===== src/rtl/fact_pkg.sv =====
// Shared definitions for the sequential factorial block: FSM state
// encoding and the default operand/result widths.
package fact_pkg;

   localparam int unsigned IN_W_DEF  = 8;
   localparam int unsigned OUT_W_DEF = 32;

   typedef enum logic [1:0] {
      IDLE = 2'd0,
      CALC = 2'd1,
      DONE = 2'd2
   } state_t;

endpackage


===== src/rtl/fact_mul.sv =====
// Combinational OUT_W x IN_W multiplier. The product is formed at full
// OUT_W+IN_W width; the low OUT_W bits are returned and any set bit
// above them is reported on ovf.
module fact_mul #(
   parameter int unsigned IN_W  = 8,
   parameter int unsigned OUT_W = 32
)(
   input  logic [OUT_W-1:0] a,
   input  logic [IN_W-1:0]  b,
   output logic [OUT_W-1:0] p,
   output logic             ovf
);

   logic [OUT_W+IN_W-1:0] full;

   // full-width product, then split into kept bits and overflow indication
   always_comb begin
      full = {{IN_W{1'b0}}, a} * {{OUT_W{1'b0}}, b};
      p    = full[OUT_W-1:0];
      ovf  = |full[OUT_W+IN_W-1:OUT_W];
   end

endmodule


===== src/rtl/seq_factorial.sv =====
// Sequential factorial: one multiply per cycle, acc <= acc*cnt,
// cnt counting down from the captured operand to 2.
// Optional build macro FACT_SAT_EN: on overflow the result saturates to
// all-ones instead of carrying the truncated product chain.
module seq_factorial
   import fact_pkg::*;
#(
   parameter int unsigned IN_W  = IN_W_DEF,
   parameter int unsigned OUT_W = OUT_W_DEF
)(
   input  logic             clk,
   input  logic             rst,
   input  logic             start,
   input  logic [IN_W-1:0]  num,
   output logic             busy,
   output logic             done,
   output logic [OUT_W-1:0] result,
   output logic             overflow
);

   state_t           state;
   logic [OUT_W-1:0] acc;
   logic [IN_W-1:0]  cnt;
   logic             ovf_sticky;

   logic [IN_W-1:0]  mul_b;
   logic [OUT_W-1:0] prod;
   logic             prod_ovf;
   logic             sticky_n;

   // Operands 0 and 1 take a single CALC pass multiplying by 1, which
   // yields result 1 with the required one-cycle latency.
   always_comb begin
      mul_b    = (cnt < IN_W'(2)) ? IN_W'(1) : cnt;
      sticky_n = ovf_sticky | prod_ovf;
   end

   fact_mul #(
      .IN_W  (IN_W),
      .OUT_W (OUT_W)
   ) u_mul (
      .a   (acc),
      .b   (mul_b),
      .p   (prod),
      .ovf (prod_ovf)
   );

   // control FSM with registered busy/done/result/overflow
   always_ff @(posedge clk or posedge rst) begin
      if (rst) begin
         state      <= IDLE;
         busy       <= 1'b0;
         done       <= 1'b0;
         result     <= '0;
         overflow   <= 1'b0;
         acc        <= '0;
         cnt        <= '0;
         ovf_sticky <= 1'b0;
      end else begin
         case (state)
            IDLE: begin
               done <= 1'b0;
               if (start) begin
                  acc        <= OUT_W'(1);
                  cnt        <= num;
                  busy       <= 1'b1;
                  overflow   <= 1'b0;
                  ovf_sticky <= 1'b0;
                  state      <= CALC;
               end
            end
            CALC: begin
               acc        <= prod;
               cnt        <= cnt - IN_W'(1);
               ovf_sticky <= sticky_n;
               if (cnt <= IN_W'(2)) begin
                  busy     <= 1'b0;
                  done     <= 1'b1;
                  overflow <= sticky_n;
`ifdef FACT_SAT_EN
                  result   <= sticky_n ? '1 : prod;
`else
                  result   <= prod;
`endif
                  state    <= DONE;
               end
            end
            DONE: begin
               done  <= 1'b0;
               state <= IDLE;
            end
            default: begin
               busy  <= 1'b0;
               done  <= 1'b0;
               state <= IDLE;
            end
         endcase
      end
   end

endmodule


===== config.mk =====
export PLATFORM = sky130hd
export DESIGN_NAME = seq_factorial
export DESIGN_NICKNAME = d
export VERILOG_FILES = /design/src/rtl/fact_pkg.sv /design/src/rtl/fact_mul.sv /design/src/rtl/seq_factorial.sv
export SDC_FILE = /design/constraint.sdc
export NUM_CORES = 1
export LEC_CHECK = 0
export ABC_AREA = 0
export CAP_MARGIN = 20
export CORE_MARGIN = 4
export CORE_UTILIZATION = 55
export CTS_CLUSTER_SIZE = 16
export DETAILED_ROUTE_END_ITERATION = 10
export PLACE_DENSITY = 0.73
export SLEW_MARGIN = 20
export SYNTH_ARGS = -nofsm -noshare
export SYNTH_HDL_FRONTEND = slang
export SYNTH_SLANG_ARGS = --single-unit

===== constraint.sdc =====
create_clock -name clk -period 13.11 [get_ports clk]
set_clock_uncertainty 0.15 [all_clocks]
set_input_delay 1.9665 -clock clk [delete_from_list [all_inputs] [get_ports clk]]
set_output_delay 1.9665 -clock clk [all_outputs]
set_load 0.05 [all_outputs]

# Word level (Yosys, flattened, before mapping)

Cells that the tools add are included.

Flip-flop bits (word level): 78
Input port bits: 11
Output and inout port bits: 35
Logic and storage cells: 43

$add $sub $neg: 1
Multiply operators: 1
$lt $le $gt $ge: 2
Equality and inequality tests: 4
Multiplexer cells: 17
Bitwise gates (word level): 2
Reductions and logical operators: 8

Operator list:

| cell                | count |
|---|---|
| $pmux 32 s2         | 1 |
| $mul 32x8->40       | 1 |
| $mux 32             | 1 |
| $mux 8              | 2 |
| $pmux 8 s2          | 1 |
| $le 8x2->1 const B  | 1 |
| $lt 8x2->1 const B  | 1 |
| $reduce_or 8->1     | 1 |
| $sub 8x1->8 const B | 1 |
| $mux 1              | 6 |
| $reduce_and 2->1    | 3 |
| $reduce_and 3->1    | 2 |
| $mux 2              | 2 |
| $ne 2x2->1 const B  | 2 |
| $pmux 1 s2          | 2 |
| $pmux 2 s2          | 1 |
| $pmux 1 s3          | 1 |
| $eq 2x1->1 const B  | 1 |
| $eq 2x2->1 const B  | 1 |
| $logic_not 2->1     | 1 |
| $reduce_bool 2->1   | 1 |
| $not 1->1           | 1 |
| $or 1x1->1          | 1 |

# Longest topological paths before layout

Gate-level depths: netlist (run 1).

Word-level depth: 7
Gate-level depth with buffers: 23
Mapped depth without buffers: 21

# Cells and area by module

A second synthesis (run 1) with hierarchy kept.

Cells, all modules: 1,137
Area total of the unflattened synthesis: 11,150.7 µm²

Modules (own cells, without submodules):

| module        | instances | cells an instance | area each (µm²) | sequential area each (µm²) |
|---|---|---|---|---|
| fact_mul      | 1         | 901               | 7,913.8         | 0.0 |
| seq_factorial | 1         | 236               | 3,236.9         | 1,951.9 |

# Worst setup path after synthesis (run 1)

OpenSTA, ideal clock, no wires.

Kind: register to register
Start point: reg cnt[5]
End point: reg ovf_sticky
Library setup time: 121 ps
Data arrival time: 5,700 ps
Required time: 12,839 ps
Setup slack: 7,139 ps
Stages on the path, launching flop included: 22
Path buffers: 3
Period minus slack after synthesis: 5,971 ps
Cell sequence: dfrtp_1 > clkbuf_1 > or3_1 > or4_1 > o21ai_0 > clkbuf_1 > nand2_1 > fa_1 > inv_1 > fa_1 > fa_1 > ha_1 > clkbuf_1 > a21oi_1 > o21ai_0 > a21oi_1 > o21ai_0 > a2111o_1 > mux2i_1 > and4_1 > nand4_1 > a22o_1

Cells in the longest elaborated chain, start to end: 6

Ends and longest elaborated chain:

| element                | RTL line            | source |
|---|---|---|
| start, declared        | seq_factorial.sv:23 | `logic [IN_W-1:0] cnt;` |
| start signal, assigned | seq_factorial.sv:65 | `cnt <= num;` |
| start signal, assigned | seq_factorial.sv:74 | `cnt <= cnt - IN_W'(1);` |
| $lt 8x2->1             | seq_factorial.sv:34 | `mul_b = (cnt < IN_W'(2)) ? IN_W'(1) : cnt;` |
| $mux 8 (*)             | seq_factorial.sv:34 |  |
| $mul 32x8->40 (*)      | fact_mul.sv:18      | `full = {{IN_W{1'b0}}, a} * {{OUT_W{1'b0}}, b};` |
| $reduce_or 8->1 (*)    | fact_mul.sv:20      | `ovf = \|full[OUT_W+IN_W-1:OUT_W];` |
| $or 1x1->1 (*)         | seq_factorial.sv:35 | `sticky_n = ovf_sticky \| prod_ovf;` |
| $pmux 1 s2 (*)         | seq_factorial.sv:60 | `case (state)` |
| end signal, assigned   | seq_factorial.sv:75 | `ovf_sticky <= sticky_n;` |
| end, declared          | seq_factorial.sv:24 | `logic ovf_sticky;` |

Mark *: on every way between the ends. The rest lies on a longest branch, timed or not.
A chain may end at the register's enable or synchronous reset.

# Worst setup path after layout (run 1)

Ends and elaborated chain as after synthesis.

==> results of run 1 <==
-- state kept, by name, summed over array words and instances (netlist names) --
signal / cells
cnt: 8
acc: 32
busy: 1
result: 32
overflow: 1
done: 1
state: 2
ovf_sticky: 1
-- metal layers --
layer | track usage [%] | vias up
li1 | - | 3936
met1 | 36.5 | 4390
met2 | 42.2 | 289
met3 | 3.08 | 63
met4 | 8.57 | 0
met5 | 0 | -
-- worst paths after layout --
path | to
setup / recovery | ovf_sticky$_DFFE_PP0P_
hold reg to reg | result[5]$_DFFE_PP0P_
hold / removal | result[5]$_DFFE_PP0P_
setup reg to reg | ovf_sticky$_DFFE_PP0P_
min in group asynchronous | acc[0]$_DFFE_PP0P_
max in group asynchronous | result[23]$_DFFE_PP0P_
-- synth_stat cells, types with 3 or more instances --
cell	number
mux2i_1	3
o211ai_1	4
buf_1	5
dfrtp_1	78
mux2_2	29
nand3_1	18
o21bai_1	5
a21boi_0	3
nor2_1	36
a22o_1	29
and2_1	166
nand3b_1	3
a211oi_1	3
o22ai_1	10
xnor2_1	20
a21oi_1	51
or3_1	9
fa_1	180
o21ai_1	3
nand4_1	9
nor3_1	5
a21o_1	9
inv_1	186
a31oi_1	7
or2_2	3
o21ai_0	36
xor2_1	11
nor2b_1	4
ha_1	62
nand2b_1	4
clkbuf_1	51
and4_1	3
buf_4	3
nand2_1	147
o21a_1	6
-- kinds of logic (layout without fill, tap and decap cells) --
logic type | count (synthesis) | after routing | synth area share (%)
multiplexers | 32 | 32 | 3.16
flip-flops | 78 | 78 | 17.3
buffers and inverters | 251 | 259 | 8.53
adder cells (fa/ha/maj) | 242 | 242 | 38.8
AO/OA/AOI/OAI | 186 | 186 | 10.8
XOR/XNOR | 31 | 31 | 2.40
AND/OR/NAND/NOR | 416 | 416 | 19.0
-- cell type report --
type / instances / area [sq um] / share of cell area, %
clock buffer: 9 / 225 / 1.84
clock inverter: 6 / 87.6 / 0.715
inverter: 187 / 703 / 5.74
multi-input combinational: 907 / 8380 / 68.5
sequential: 78 / 1950 / 15.9
tap: 270 / 338 / 2.76
timing repair buffer: 57 / 553 / 4.52
-- metrics by stage --
stage	worst slack, ps	hold slack, ps	std cells	cell area (sq um)	utilization (%)
floorplan	7140	316	1236	11300	-
global placement	6730	317	1498	11900	58.9
detailed placement	6570	327	1498	11900	58.9
CTS	6570	343	1513	12200	60.4
global route	6020	363	1514	12200	60.5
finish	6510	337	1514	12200	60.5
-- worst max-delay path: cells and delay by family (launching register included) --
family	cells	cell delay, ps
xor gates and xnor gates	1	160
adders and majority gates	4	1760
and+or+nand+nor	6	1480
DFF	1	360
buffers and inverters	4	690
AOI/OAI and AO/OA	6	1850
==> impl_metrics.env, run 1 <==
export IMPL_syn_nets=1489
export IMPL_clkSinkCount=78
export IMPL_cts_buffers=9
export IMPL_status="finished, final reports clean"
export IMPL_worst_pin_slew_ps=610
export IMPL_std_cell_rows=52
export IMPL_startpoint_type="flip-flop"
export IMPL_vias=8678
export IMPL_n_fill_cell=1689
export IMPL_start_util_pct=55.8
export IMPL_clkTransAtPathRegs_ps=60
export IMPL_maxCapViolCount=0
export IMPL_crit_top_cell="fa_1"
export IMPL_cp_cell_sequence="buf_4 > or3_1 > or4_1 > o21ai_2 > buf_4 > and2_1 > fa_1 > fa_1 > inv_1 > fa_1 > inv_1 > ha_1 > and2_1 > nand3_1 > a2111oi_0 > o21ai_0 > a31oi_1 > o221ai_1 > xor2_1 > nand4_1 > a22o_1"
export IMPL_holdPathStages=2
export IMPL_synth_top_cell_by_area="fa_1"
export IMPL_met1_length_microns=12300
export IMPL_max_slew_margin_pct=58.3
export IMPL_clockBufferDepth=2
export IMPL_firstDrtPassIters=5
export IMPL_final_setup_viol_count=0
export IMPL_io_buffers=45
export IMPL_synth_top_area_share_pct=31.9
export IMPL_htree_levels=3
export IMPL_clk_root_buffer_cell="clkbuf_16"
export IMPL_met3_length_microns=1480
export IMPL_dp_hpwl_microns=21300
export IMPL_num_antenna_cells=0
export IMPL_crit_fanout=37
export IMPL_required_ps=13190
export IMPL_slew_viol_final=0
export IMPL_grt_pass1_vias=9388
export IMPL_final_common_cell="inv_1"
export IMPL_crit_path_top_delay_cell="a2111oi_0"
export IMPL_critPathKind="flip-flop to flip-flop"
export IMPL_yosysWarnings=0
export IMPL_post_cts_buffers=0
export IMPL_clock_fmax_mhz=151
export IMPL_r2r_start="cnt[5]$_DFFE_PP0P_"
export IMPL_fp_dieH_microns=151
export IMPL_drc_errors=0
export IMPL_arrival_ps=6690
export IMPL_io_pins=46
export IMPL_worstRegToRegCells=21
export IMPL_ant_nets=0
export IMPL_design_die_area_sq_um=22900
export IMPL_min_delay_start="result[5]$_DFFE_PP0P_"
export IMPL_ys_seq_area_share_pct=17.3
export IMPL_startpoint="cnt[5]$_DFFE_PP0P_"
export IMPL_synth_area_leaders="fa_1 32%, dfrtp_1 17%, and2_1 9.2%"
export IMPL_period_minus_slack_ps=6600
export IMPL_core_area_sq_um=20200
export IMPL_die_width_microns=151
export IMPL_drive_gt1_share_pct=5.71
export IMPL_rsz0062_at_grt="false"
export IMPL_antenna_found_initial=0
export IMPL_hold_path_class="flip-flop to flip-flop"
export IMPL_cts_tree="yes"
export IMPL_synthFlopType="dfrtp_1"
export IMPL_ys_ff_latch=78
export IMPL_final_cell_mix="185 x inv_1, 180 x fa_1, 166 x and2_1"
export IMPL_viasPerCell=5.73
export IMPL_r2r_slack_ps=6510
export IMPL_insertion_delay_ps=340
export IMPL_grt_pass1_wl_microns=47000
export IMPL_first_iter_violations=451
export IMPL_wl_met2_microns=13200
export IMPL_postRouteWirelength_microns=27700
export IMPL_endpoint_kind="flip-flop"
export IMPL_netlist_area_sq_um=11300
export IMPL_period_share_pct=50.4
export IMPL_hold_buffers=0
export IMPL_final_hold_viol_count=0
export IMPL_routed_top_layer="met4"
export IMPL_overflow=0
export IMPL_tns_ps=0
export IMPL_async_flop_share_pct=100
export IMPL_synthToLayoutAreaGrowth_pct=8.45
export IMPL_synth_cell_types=63
export IMPL_track_usage_pct=26.0
export IMPL_grt_start_max_net_pins=79
export IMPL_ctsResizeCount=0
export IMPL_syn_inst=1236
export IMPL_critPathMaxStageDelay_ps=630
export IMPL_avgSynthCellArea_sq_um=9.13
export IMPL_wl_per_cell_microns=18.3
export IMPL_gp_congestion=0.984
export IMPL_finalNetCount=1493
export IMPL_synth_edf_count=0
Power of run 1 is not shown: default switching activity piles up to over one toggle a cycle in this logic, so the estimate is an artifact.
==> inputs of run 2 (changes only) <==
Settings changed: PLACE_DENSITY 0.73 to 0.76.
Clock period 13.11 ns to 5.7 ns, I/O delays scaled along.
==> impl_metrics.env, run 2 (synthesized netlist as in run 1, its figures left out) <==
export IMPL_final_common_cell="inv_1"
export IMPL_r2r_start="cnt[6]$_DFFE_PP0P_"
export IMPL_n_fill_cell=1448
export IMPL_maxCapViolCount=0
export IMPL_track_usage_pct=27.4
export IMPL_rsz0062_at_grt="true"
export IMPL_drive_gt1_share_pct=20.4
export IMPL_gp_congestion=0.990
export IMPL_final_setup_viol_count=2
export IMPL_viasPerCell=5.74
export IMPL_endpoint_kind="flip-flop"
export IMPL_postRouteWirelength_microns=31000
export IMPL_max_slew_margin_pct=40.4
export IMPL_multi_input_area_sq_um=9030
export IMPL_worstRegToRegCells=19
export IMPL_hold_path_class="flip-flop to flip-flop"
export IMPL_design_area_sq_um=13700
export IMPL_r2r_slack_ps=-40
export IMPL_period_share_pct=101
export IMPL_final_cell_mix="180 x inv_1, 175 x fa_1, 157 x and2_1"
export IMPL_seq_area_sq_um=1950
export IMPL_rr_endpoint="ovf_sticky$_DFFE_PP0P_"
export IMPL_clk_root_buffer_cell="clkbuf_16"
export IMPL_first_iter_violations=565
export IMPL_vias=9309
export IMPL_hold_buffers=0
export IMPL_final_hold_viol_count=0
export IMPL_place_area_sq_um=12600
export IMPL_num_antenna_cells=0
export IMPL_die_width_microns=151
export IMPL_start_util_pct=55.8
export IMPL_setup_ws_ps=-38.7
export IMPL_grt_pass1_wl_microns=49600
export IMPL_synthToLayoutAreaGrowth_pct=21.5
export IMPL_critPathKind="flip-flop to flip-flop"
export IMPL_startpoint_type="flip-flop"
export IMPL_cts_tree="yes"
export IMPL_status="finished, violations left"
export IMPL_htree_levels=3
export IMPL_violations="setup timing"
export IMPL_design_die_area_sq_um=22900
export IMPL_crit_fanout=7
export IMPL_arrival_ps=5820
export IMPL_std_cell_rows=52
export IMPL_ant_nets=0
export IMPL_holdPathStages=2
export IMPL_cts_buffers=9
export IMPL_worst_pin_slew_ps=893
export IMPL_clkTransAtPathRegs_ps=70
export IMPL_fp_dieH_microns=151
export IMPL_io_pins=46
export IMPL_overflow=0
export IMPL_reg_top3="acc (32), result (32), cnt (8)"
export IMPL_antenna_found_initial=0
export IMPL_finalNetCount=1599
export IMPL_firstDrtPassIters=5
export IMPL_dp_hpwl_microns=22200
export IMPL_drc_errors=0
export IMPL_clockBufferDepth=2
export IMPL_min_to="result[5]$_DFFE_PP0P_"
export IMPL_min_delay_start="result[5]$_DFFE_PP0P_"
export IMPL_clkSinkCount=78
export IMPL_required_ps=5780
export IMPL_wl_per_cell_microns=19.1
export IMPL_period_minus_slack_ps=5740
export IMPL_io_buffers=45
export IMPL_slew_viol_final=0
export IMPL_core_area_sq_um=20200
export IMPL_clock_fmax_mhz=174
export IMPL_grt_start_max_net_pins=50
export IMPL_grt_pass1_vias=9871
export IMPL_insertion_delay_ps=340
==> run 2: worst max-delay path, stage by stage (launching register included) <==
cell and delay, ps:
dfrtp_1 380, or3_4 390, or4_4 450, o21ai_4 170, buf_6 150, buf_6 130
buf_6 130, and2_1 150, fa_1 420, fa_1 580, fa_1 430, ha_1 470
nand2_1 180, nor3_2 360, o311ai_4 170, a21boi_1 280, mux2i_2 110, a211oi_2 170
nand4_1 140, a22o_1 210
==> run 2: worst max path at each step <==
stage / from / slack [ps] / endpoint / cells after the start
final: cnt[6]$_DFFE_PP0P_ / -40 / ovf_sticky$_DFFE_PP0P_ / 19
after global routing: cnt[6]$_DFFE_PP0P_ / -190 / ovf_sticky$_DFFE_PP0P_ / 23
after floorplan: cnt[5]$_DFFE_PP0P_ / 20 / result[28]$_DFFE_PP0P_ / 22
after global placement: cnt[4]$_DFFE_PP0P_ / -170 / ovf_sticky$_DFFE_PP0P_ / 22
after detailed placement: cnt[4]$_DFFE_PP0P_ / -240 / ovf_sticky$_DFFE_PP0P_ / 20
after CTS: cnt[4]$_DFFE_PP0P_ / -10 / ovf_sticky$_DFFE_PP0P_ / 21
==> run 2: layout make-up <==
type,instances,area share [%]
Timing Repair Buffer,163,10.3
Sequential cell,78,14.2
Clock buffer,9,1.64
Inverter,187,5.13
Multi-Input combinational cell,907,65.9
Tap cell,270,2.46
Clock inverter,7,0.401
==> run 2: per-layer routing <==
metal | GRT usage (%) | vias to the layer above | part of all wire (%)
li1 | - | 4144 | -
met1 | 37.8 | 4736 | 42
met2 | 45.0 | 369 | 48
met3 | 5.33 | 60 | 7.8
met4 | 6.62 | 0 | 2.2
met5 | 0 | - | 0
==> run 2: timing repair <==
action	CTS	global route
resized for setup	38	97
endpoints found under the hold margin	0	0
setup endpoints to repair	14	29
pin swaps	19	54
cloned	2	0
buffers inserted	9	14
==> run 2: per-stage QoR <==
stage / util [%] / hold slack, ps / cells / setup slack [ps] / TNS (ps)
final: 67.8 / 349 / 1621 / -38.7 / -39.0
after global routing: 67.8 / 370 / 1621 / -193 / -1600
after CTS: 64.9 / 349 / 1609 / -14.2 / -14.2
after detailed placement: 62.3 / 323 / 1582 / -237 / -978
after global placement: 62.3 / 320 / 1582 / -173 / -449
after floorplan: - / 316 / 1236 / 22.1 / 0
Power of run 2 is left out for the same reason.
==> inputs of run 3 (changes only) <==
Settings changed: GPL_ROUTABILITY_DRIVEN set to 1.
==> results of run 3 <==
Final layout, timing and power as in run 2 (identical DEF).
Power of run 3 is left out for the same reason.
